$ cat src/rtl/apb_pkg.sv
// Shared types and default widths for the APB master bridge.
package apb_pkg;

    localparam int APB_ADDR_W = 32;
    localparam int APB_DATA_W = 32;

    typedef enum logic [1:0] {
        IDLE   = 2'd0,
        SETUP  = 2'd1,
        ACCESS = 2'd2
    } apb_state_t;

endpackage

$ cat src/rtl/apb_timeout_ctr.sv
// Wait-cycle counter for the ACCESS phase; expire fires on the wait cycle that reaches LIMIT.
module apb_timeout_ctr
    import apb_pkg::*;
#(
    parameter int LIMIT = 16
) (
    input  logic clk,
    input  logic rst_n,
    input  logic clear,
    input  logic inc,
    output logic expire
);

    localparam int CNT_W = $clog2(LIMIT + 1);

    logic [CNT_W-1:0] count;

    always_ff @(posedge clk or negedge rst_n) begin
        if (!rst_n) begin
            count <= '0;
        end else if (clear) begin
            count <= '0;
        end else if (inc) begin
            count <= count + 1'b1;
        end
    end

    // Combinational so the FSM leaves ACCESS on the same edge the count would reach LIMIT.
    assign expire = inc && (count == CNT_W'(LIMIT - 1));

endmodule

$ cat src/rtl/apb_master_bridge.sv
// CPU request/response to APB master bridge (IDLE -> SETUP -> ACCESS).
// Optional ACCESS timeout compiled in with macro APB_MASTER_TIMEOUT_EN.
module apb_master_bridge
    import apb_pkg::*;
#(
    parameter int ADDR_W         = APB_ADDR_W,
    parameter int DATA_W         = APB_DATA_W,
    parameter int TIMEOUT_CYCLES = 16
) (
    input  logic              PCLK,
    input  logic              PRESETn,
    input  logic              req_valid,
    output logic              req_ready,
    input  logic              req_write,
    input  logic [ADDR_W-1:0] req_addr,
    input  logic [DATA_W-1:0] req_wdata,
    output logic              rsp_valid,
    output logic [DATA_W-1:0] rsp_rdata,
    output logic              rsp_err,
    output logic              PSEL,
    output logic              PENABLE,
    output logic              PWRITE,
    output logic [ADDR_W-1:0] PADDR,
    output logic [DATA_W-1:0] PWDATA,
    input  logic [DATA_W-1:0] PRDATA,
    input  logic              PREADY,
    input  logic              PSLVERR
);

    apb_state_t state, state_next;
    logic       accept;
    logic       complete;
    logic       timeout;
    logic       expire;

`ifdef APB_MASTER_TIMEOUT_EN
    apb_timeout_ctr #(
        .LIMIT (TIMEOUT_CYCLES)
    ) u_timeout_ctr (
        .clk    (PCLK),
        .rst_n  (PRESETn),
        .clear  (state == SETUP),
        .inc    ((state == ACCESS) && !PREADY),
        .expire (expire)
    );
`else
    logic unused_timeout_cfg;
    assign unused_timeout_cfg = (TIMEOUT_CYCLES > 0);
    assign expire             = 1'b0;
`endif

    // Control outputs decode straight from state so reset clears them immediately.
    assign req_ready = (state == IDLE);
    assign PSEL      = (state != IDLE);
    assign PENABLE   = (state == ACCESS);

    always_ff @(posedge PCLK or negedge PRESETn) begin
        if (!PRESETn) begin
            state <= IDLE;
        end else begin
            state <= state_next;
        end
    end

    always_comb begin
        state_next = state;
        accept     = 1'b0;
        complete   = 1'b0;
        timeout    = 1'b0;
        case (state)
            IDLE: begin
                if (req_valid) begin
                    accept     = 1'b1;
                    state_next = SETUP;
                end
            end
            SETUP: begin
                state_next = ACCESS;
            end
            ACCESS: begin
                // PREADY wins over an expiry on the same edge.
                if (PREADY) begin
                    complete   = 1'b1;
                    state_next = IDLE;
                end else if (expire) begin
                    timeout    = 1'b1;
                    state_next = IDLE;
                end
            end
            default: begin
                state_next = IDLE;
            end
        endcase
    end

    always_ff @(posedge PCLK or negedge PRESETn) begin
        if (!PRESETn) begin
            PWRITE    <= 1'b0;
            PADDR     <= '0;
            PWDATA    <= '0;
            rsp_valid <= 1'b0;
            rsp_rdata <= '0;
            rsp_err   <= 1'b0;
        end else begin
            if (accept) begin
                PWRITE <= req_write;
                PADDR  <= req_addr;
                PWDATA <= req_wdata;
            end
            rsp_valid <= complete | timeout;
            if (complete) begin
                rsp_rdata <= PWRITE ? '0 : PRDATA;
                rsp_err   <= PSLVERR;
            end else if (timeout) begin
                rsp_rdata <= '0;
                rsp_err   <= 1'b1;
            end
        end
    end

endmodule

$ cat config.mk
export PLATFORM = sky130hd
export DESIGN_NAME = apb_master_bridge
export DESIGN_NICKNAME = d
export VERILOG_FILES = /design/src/rtl/apb_pkg.sv /design/src/rtl/apb_timeout_ctr.sv /design/src/rtl/apb_master_bridge.sv
export SDC_FILE = /design/constraint.sdc
export NUM_CORES = 1
export LEC_CHECK = 0
export ABC_AREA = 0
export BUFFER_PORTS_ARGS = -buffer_cell sky130_fd_sc_hd__buf_4
export CAP_MARGIN = 20
export CORE_ASPECT_RATIO = 0.5
export CORE_MARGIN = 2
export CORE_UTILIZATION = 46
export DETAILED_ROUTE_END_ITERATION = 12
export PLACE_DENSITY_LB_ADDON = 0.05
export SLEW_MARGIN = 10
export SYNTH_ARGS = -nofsm -noshare
export SYNTH_HDL_FRONTEND = slang
export SYNTH_SLANG_ARGS = --single-unit
export TNS_END_PERCENT = 20
$ cat constraint.sdc
create_clock -name PCLK -period 2.1 [get_ports PCLK]
set_clock_uncertainty 0.15 [all_clocks]
set_input_delay 0.315 -clock PCLK [delete_from_list [all_inputs] [get_ports PCLK]]
set_output_delay 0.315 -clock PCLK [all_outputs]
set_load 0.02 [all_outputs]
==> results of run 1 <==
==> metrics by stage <==
step                cell area, µm²  power, W
detailed placement            5728  0.008002
global placement              5728  0.007838
finish                        6040  0.009543
CTS                           6040  0.009686
floorplan                     4079  0.005949
global route                  6040   0.01009
==> critical path: cells and delay by family, from the launching register on <==
family | cells | cell delay, ps
simple gates | 1 | 340
flops | 1 | 440
buf+inv | 2 | 190
==> report_power, final <==
group | switching [W] | total, W | internal (W)
registers | 0.000507 | 0.00337 | 0.00286
clock network | 0.000678 | 0.00163 | 0.000951
logic | 0.00229 | 0.00455 | 0.00226
==> routing by layer <==
layer	vias to the layer above	wire, µm	GRT usage
li1	1273	-	-
met1	1323	3566	0.2250
met2	108	4763	0.3516
met3	13	900	0.08530
met4	0	142	0.05842
met5	-	0	0
==> cells in the final DEF (no fill, tap or decap), drive strengths merged <==
cell type	n
and3b	1
mux2i	1
nor3b	1
or2	1
clkinv	2
nand2b	1
buf	210
nor2b	33
dfrtp	101
inv	1
clkbuf	10
dlygate4sd3	1
clkinvlp	3
mux2	98
bufinv	1
==> sequential cells by signal (all words and copies together), names as in the netlist <==
register	count
PADDR	32
PWDATA	32
PWRITE	1
rsp_err	1
rsp_rdata	32
rsp_valid	1
state	2
==> cells by family (layout without fill, tap and decap cells) <==
kind of cell / Yosys count / in the layout
muxes: 99 / 99
buffers and inverters: 15 / 228
DFF: 101 / 101
and+or+nand+nor: 37 / 37
==> layout make-up <==
| cell class | instances | area share |
|---|---|---|
| Sequential cell | 101 | 0.4185 |
| Timing Repair Buffer | 211 | 0.2689 |
| Multi-Input combinational cell | 136 | 0.2378 |
| Clock buffer | 10 | 0.03957 |
| Tap cell | 117 | 0.02424 |
| Clock inverter | 6 | 0.01036 |
| Inverter | 1 | 0.0006215 |
==> path summary, 6_finish.rpt <==
path	to	slack, ps	depth (start not counted)	startpoint
worst max-delay path	req_ready	350	3	state[0]$_DFFE_PN0P_
worst min-delay path	PADDR[2]$_DFFE_PN0P_	40	2	req_addr[2]
worst max register to register	PWRITE$_DFFE_PN0P_	360	3	state[0]$_DFFE_PN0P_
worst min register to register	PADDR[14]$_DFFE_PN0P_	330	1	PADDR[14]$_DFFE_PN0P_
max in group asynchronous	PADDR[23]$_DFFE_PN0P_	900	3	PRESETn
min in group asynchronous	rsp_rdata[7]$_DFFE_PN0P_	250	2	PRESETn
==> metrics.md, run 1 <==
| Metric | Value |
|---|---|
| Cells after DPL | 565 |
| Fin crit period | 1751 ps |
| Avg Inst Size Synth | 16.19 µm² |
| Area growth from synthesis to layout | 48.07% |
| Combinational family with the most area after synthesis | multiplexers |
| Yosys top cell by area | dfrtp_1 |
| Status | complete, no violations |
| EDFF count, synth | 0 |
| Setup violators final | 0 |
| Global placer's final weighted congestion | 0.8359 |
| Vias in the first global route | 2973 |
| Synthesis warning total | 0 |
| GRT overflow | 0 |
| Remaining DRCs | 0 |
| Crit path max fanout | 5 |
| Final setup TNS | 0 ps |
| Max-cap violations | 0 |
| Setup slack after layout | 348.6 ps |
| Fill count | 634 |
| Post-Synth Simple-Gate Area | 0.05890 |
| Worst setup EP type | output port |
| Gate Count Post-Synth | 252 |
| Worst hold margin | 43.74 ps |
| Total track usage | 0.2005 |
| Synth Area in Compound Gates | 0 |
| Global-route wire length before repair | 14.78 mm |
| Core area | 8648 µm² |
| HP Class | primary input to flop |
| Die footprint | 9682 µm² |
| Htree depth | 3 |
| Site row count | 24 |
| Syn Nets | 354 |
| Clock sink count | 101 |
| Setup crit start kind | flop |
| Avg Vias per Cell | 4.668 |
| Hold Buf Count CTS | 1 |
| DR WL/cell | 16.10 µm |
| Multi-input logic area | 1436 µm² |
| CTS tree | done |
| # IOs | 204 |
| Worst Max-Slew Pin Slew | 356.3 ps |
| Multiplexer area fraction after synthesis | 0.2914 |
| Register Area | 2527 µm² |
| Max Clock Freq | 0.5710 GHz |
| Synth cell count leaders | 101 x dfrtp_1, 39 x mux2_1, 39 x mux2_2 |
| Most common cell in the netlist | dfrtp_1 |
| Adder-cell area share of the yosys netlist | 0 |
| Total routed wirelength | 9.373 mm |
| Clock Latency Late Sink | 330 ps |
| WP data required | 1630 ps |
| Crit path arrival time | 1290 ps |
| Critical-path cell list | or2_2, inv_1, buf_4 |
| Starting Density | 0.4716 |
| Final Non-Filler Cells | 582 |
| Synthesized flop and latch total | 101 |
| CP max stage delay | 440 ps |
| Peak supply drop | 0.8088 mV |
| First-pass iteration count of the detailed router | 4 |
| XOR/XNOR share of the synthesized area | 0 |
| Die W | 137.2 µm |
| Sequential element share of the synthesized area | 0.6196 |
| Hold Violations, Final | 0 |
| Initial antenna violation count | 0 |
| Antenna Cells | 0 |
| Layout cell share with drive strength beyond 1 | 0.6194 |
| Setup Buffers After CTS | 0 |
| Final Cycle Share | 0.8340 |
| Leakage Power | 2.947 nW |
| Total number of vias | 2717 |
| Dpl hpwl | 7.055 mm |
| Rel. slew slack | 0.7625 |
| RSZ-0062 raised after global routing | no |
| Post_cts resized | 0 |
| Drt initial violations | 78 |
| IO Port Bufs | 203 |
| Max stage delay cell, worst path | dfrtp_1 |
| Max Root-Sink Buffers | 2 |
| DRT antenna net count | 0 |
| # nets final | 562 |
| CTS root buffer | clkbuf_16 |
| Slew Limit Fails | 0 |
| Async set or reset register ratio after synthesis | 1.000 |
| Top cells by area, synth | dfrtp_1 62%, mux2_1 11%, mux2_2 11%, mux2_4 7.4%, nor2b_1 5.1% |
| Vert. Die Dim | 70.59 µm |
| Place WS | 352.8 ps |
| Post-Syn Area | 4079 µm² |
| Util after Layout | 0.6984 |
| Inserted Clock Buffers | 9 |
| Clock transition at path regs | 70 ps |
| Netlist cell types | 15 |
| Largest net degree at the start of global routing | 56 |
| Top cell type's share of synthesized area | 0.6196 |
| Critical path class | flop to output port |
| Pwr dens | 1580 nW/µm² |
| Ys flop type | dfrtp_1 |
Note: power is estimated with default switching activity, not from simulation.
==> inputs of run 2 (changes only) <==
Settings changed: ABC_AREA 0 to 1.
Clock period 2.1 ns to 1.7 ns, I/O delays scaled along.
==> metrics.md, run 2 <==
| Metric | Value |
|---|---|
| Largest net degree at the start of global routing | 50 (was 56) |
| Worst path buffer plus inverter count | 2 (unchanged) |
| Rel. slew slack | 0.7247 (was 0.7625) |
| Worst hold margin | 3.517 ps (was 43.74 ps) |
| # IOs | 204 (unchanged) |
| Max stage delay cell, worst path | dfrtp_1 (unchanged) |
| Leakage Power | 3.849 nW (was 2.947 nW) |
| Final Cycle Share | 0.9533 |
| First-pass iteration count of the detailed router | 4 (unchanged) |
| Die W | 139.6 µm (was 137.2 µm) |
| Site row count | 24 (unchanged) |
| CP top delay family | flip-flops (unchanged) |
| Setup violators final | 0 (unchanged) |
| Final setup TNS | 0 ps (unchanged) |
| Synthesis warning total | 0 (unchanged) |
| Synth cell count leaders | 197 x nand2_1, 101 x dfrtp_1, 99 x nand3_1 (was 101 x dfrtp_1, 39 x mux2_1, 39 x mux2_2) |
| Crit path arrival time | 1220 ps (was 1290 ps) |
| Area growth from synthesis to layout | 59.88% (was 48.07%) |
| Dpl hpwl | 7.910 mm (was 7.055 mm) |
| Async set or reset register ratio after synthesis | 1.000 (unchanged) |
| Synthesized flop and latch total | 101 (unchanged) |
| Global placer's final weighted congestion | 0.7912 (was 0.8359) |
| Slew Limit Fails | 0 (unchanged) |
| Placed cell area | 5886 µm² (was 5728 µm²) |
| Max Clock Freq | 0.6170 GHz |
| Total number of vias | 4247 (was 2717) |
| Top cell type's share of synthesized area | 0.5976 (was 0.6196) |
| Vert. Die Dim | 71.80 µm (was 70.59 µm) |
| Inserted Clock Buffers | 9 (unchanged) |
| Crit path max fanout | 6 (was 5) |
| EDFF count, synth | 0 (unchanged) |
| Fin crit period | 1621 ps |
| HP Class | primary input to flop (unchanged) |
| Netlist cell types | 11 (was 15) |
| DRT antenna net count | 0 (unchanged) |
| Clock sink count | 101 (unchanged) |
| Htree depth | 3 (unchanged) |
| Place WS | 287.0 ps (was 352.8 ps) |
| RSZ-0062 raised after global routing | no (unchanged) |
| Total power draw | 0.01210 W (was 0.009543 W) |
| CP max stage delay | 440 ps (about the same) |
| CTS tree | done (unchanged) |
| Most common cell after layout, fill and taps aside | buf_4 (unchanged) |
| Gate Count Post-Synth | 506 (was 252) |
| Global-route wire length before repair | 19.96 mm (was 14.78 mm) |
| # nets final | 858 (was 562) |
| Fill count | 653 (was 634) |
| Final instance area | 6761 µm² (was 6040 µm²) |
| Critical path class | flop to output port (unchanged) |
| Remaining DRCs | 0 (unchanged) |
| Pwr dens | 1790 nW/µm² (was 1580 nW/µm²) |
| GRT overflow | 0 (unchanged) |
| Vias in the first global route | 4084 (was 2973) |
| Biggest regs | PADDR: 32 flops, PWDATA: 32 flops, rsp_rdata: 32 flops (unchanged) |
| Post-Syn Area | 4229 µm² (was 4079 µm²) |
| Starting Density | 0.4790 (was 0.4716) |
| Setup crit start kind | flop (unchanged) |
| Worst Max-Slew Pin Slew | 413.0 ps (was 356.3 ps) |
| CTS root buffer | clkbuf_16 (unchanged) |
| Syn Nets | 608 (was 354) |
| Top cells by area, synth | dfrtp_1 60%, nand2_1 17%, nand3_1 12%, inv_1 3.3%, nor2_1 3.1% (was dfrtp_1 62%, mux2_1 11%, mux2_2 11%, mux2_4 7.4%, nor2b_1 5.1%) |
| Die footprint | 10020 µm² (was 9682 µm²) |
| Most frequent cells in the layout | 214 x buf_4, 196 x nand2_1, 101 x dfrtp_1, 99 x nand3_1, 56 x dlygate4sd3_1 (was 207 x buf_4, 101 x dfrtp_1, 39 x mux2_2, 39 x mux2_1, 33 x nor2b_1) |
| Avg Inst Size Synth | 8.358 µm² (was 16.19 µm²) |
| Clock Latency Late Sink | 330 ps (about the same) |
| Peak supply drop | 0.9577 mV (was 0.8088 mV) |
| Antenna Cells | 0 (unchanged) |
| DR WL/cell | 14.10 µm (was 16.10 µm) |
| Setup Buffers After CTS | 0 (unchanged) |
| Initial antenna violation count | 0 (unchanged) |
| Ys flop type | dfrtp_1 (unchanged) |
| Critical-path cell list | nor2_4, inv_1, buf_4 (was or2_2, inv_1, buf_4) |
| Total routed wirelength | 12.37 mm (was 9.373 mm) |
| Layout cell share with drive strength beyond 1 | 0.3092 (was 0.6194) |
| WP data required | 1290 ps (was 1630 ps) |
| IO Port Bufs | 203 (unchanged) |
| Drt initial violations | 242 (was 78) |
| Core area | 8828 µm² (was 8648 µm²) |
| Sequential element share of the synthesized area | 0.5976 (was 0.6196) |
| Hold Violations, Final | 0 (unchanged) |
| Worst setup EP type | output port (unchanged) |
| Yosys top cell by area | dfrtp_1 (unchanged) |
| Clock transition at path regs | 70 ps (about the same) |
| Most common cell in the netlist | nand2_1 (was dfrtp_1) |
| Max-cap violations | 0 (unchanged) |
| Total track usage | 0.2527 (was 0.2005) |
| Setup slack after layout | 79.37 ps (was 348.6 ps) |
| Status | complete, no violations (unchanged) |
| Max Root-Sink Buffers | 2 (unchanged) |
| Avg Vias per Cell | 4.843 (was 4.668) |
## run 2: per-layer routing
layer	track usage	vias to the layer above	wire, µm
met5	0	-	0
met4	0.08444	0	185
met3	0.07086	20	934
met2	0.4118	168	5993
met1	0.3341	2001	5253
li1	-	2058	-
## run 2: repair_timing
action                                  4_1_cts  5_1_grt
endpoints found under the setup margin        0        0
hold endpoints to repair                     80        0
gates resized for setup                       0        0
hold buffers                                 56        0
## run 2: cell type report
type	instances	area, µm²	area share
well taps	117	146.4	0.02165
multi-input cells	333	1386	0.2050
repair buffers	274	2247	0.3323
flip-flops and latches	101	2527	0.3738
clock inverters	4	72.57	0.01073
clock buffers	11	242.7	0.03590
inverters	37	138.9	0.02054
## run 2: path summary, 6_finish.rpt
kind,start,endpoint,slack [ps],cells after the start
max in group asynchronous,PRESETn,PADDR[8]$_DFFE_PN0P_,610,3
min in group asynchronous,PRESETn,rsp_rdata[11]$_DFFE_PN0P_,240,2
hold / removal,req_addr[21],PADDR[21]$_DFFE_PN0P_,4,3
setup reg to reg,state[0]$_DFFE_PN0P_,PADDR[16]$_DFFE_PN0P_,240,4
hold reg to reg,PWDATA[26]$_DFFE_PN0P_,PWDATA[26]$_DFFE_PN0P_,320,2
setup / recovery,state[0]$_DFFE_PN0P_,PSEL,80,3
## run 2: kinds of logic (layout without fill, tap and decap cells)
kind of cell           after synthesis  count (layout)  share of synthesized area
AND/OR/NAND/NOR                    333             333                     0.3272
flip-flops                         101             101                     0.5976
buffers and inverters               72             326                    0.07515
## run 2: where the power goes
group	switching, W	total (W)	internal, W
combinational	0.00346	0.00581	0.00235
clock	0.000862	0.00218	0.00132
sequential	0.000629	0.00411	0.00348
total	0.00495	0.0121	0.00715
## run 2: worst register-to-register path, stage by stage, from the launching register on
cell and delay, ps:
dfrtp_1 440, nor2_4 200, buf_4 340, nand3_1 160
nand2_1 110
## run 2: through the flow
step                utilization  cells
detailed placement       0.6667    806
finish                   0.7659    877
global route             0.7659    877
global placement         0.6667    806
CTS                      0.7659    877
floorplan                     -    506
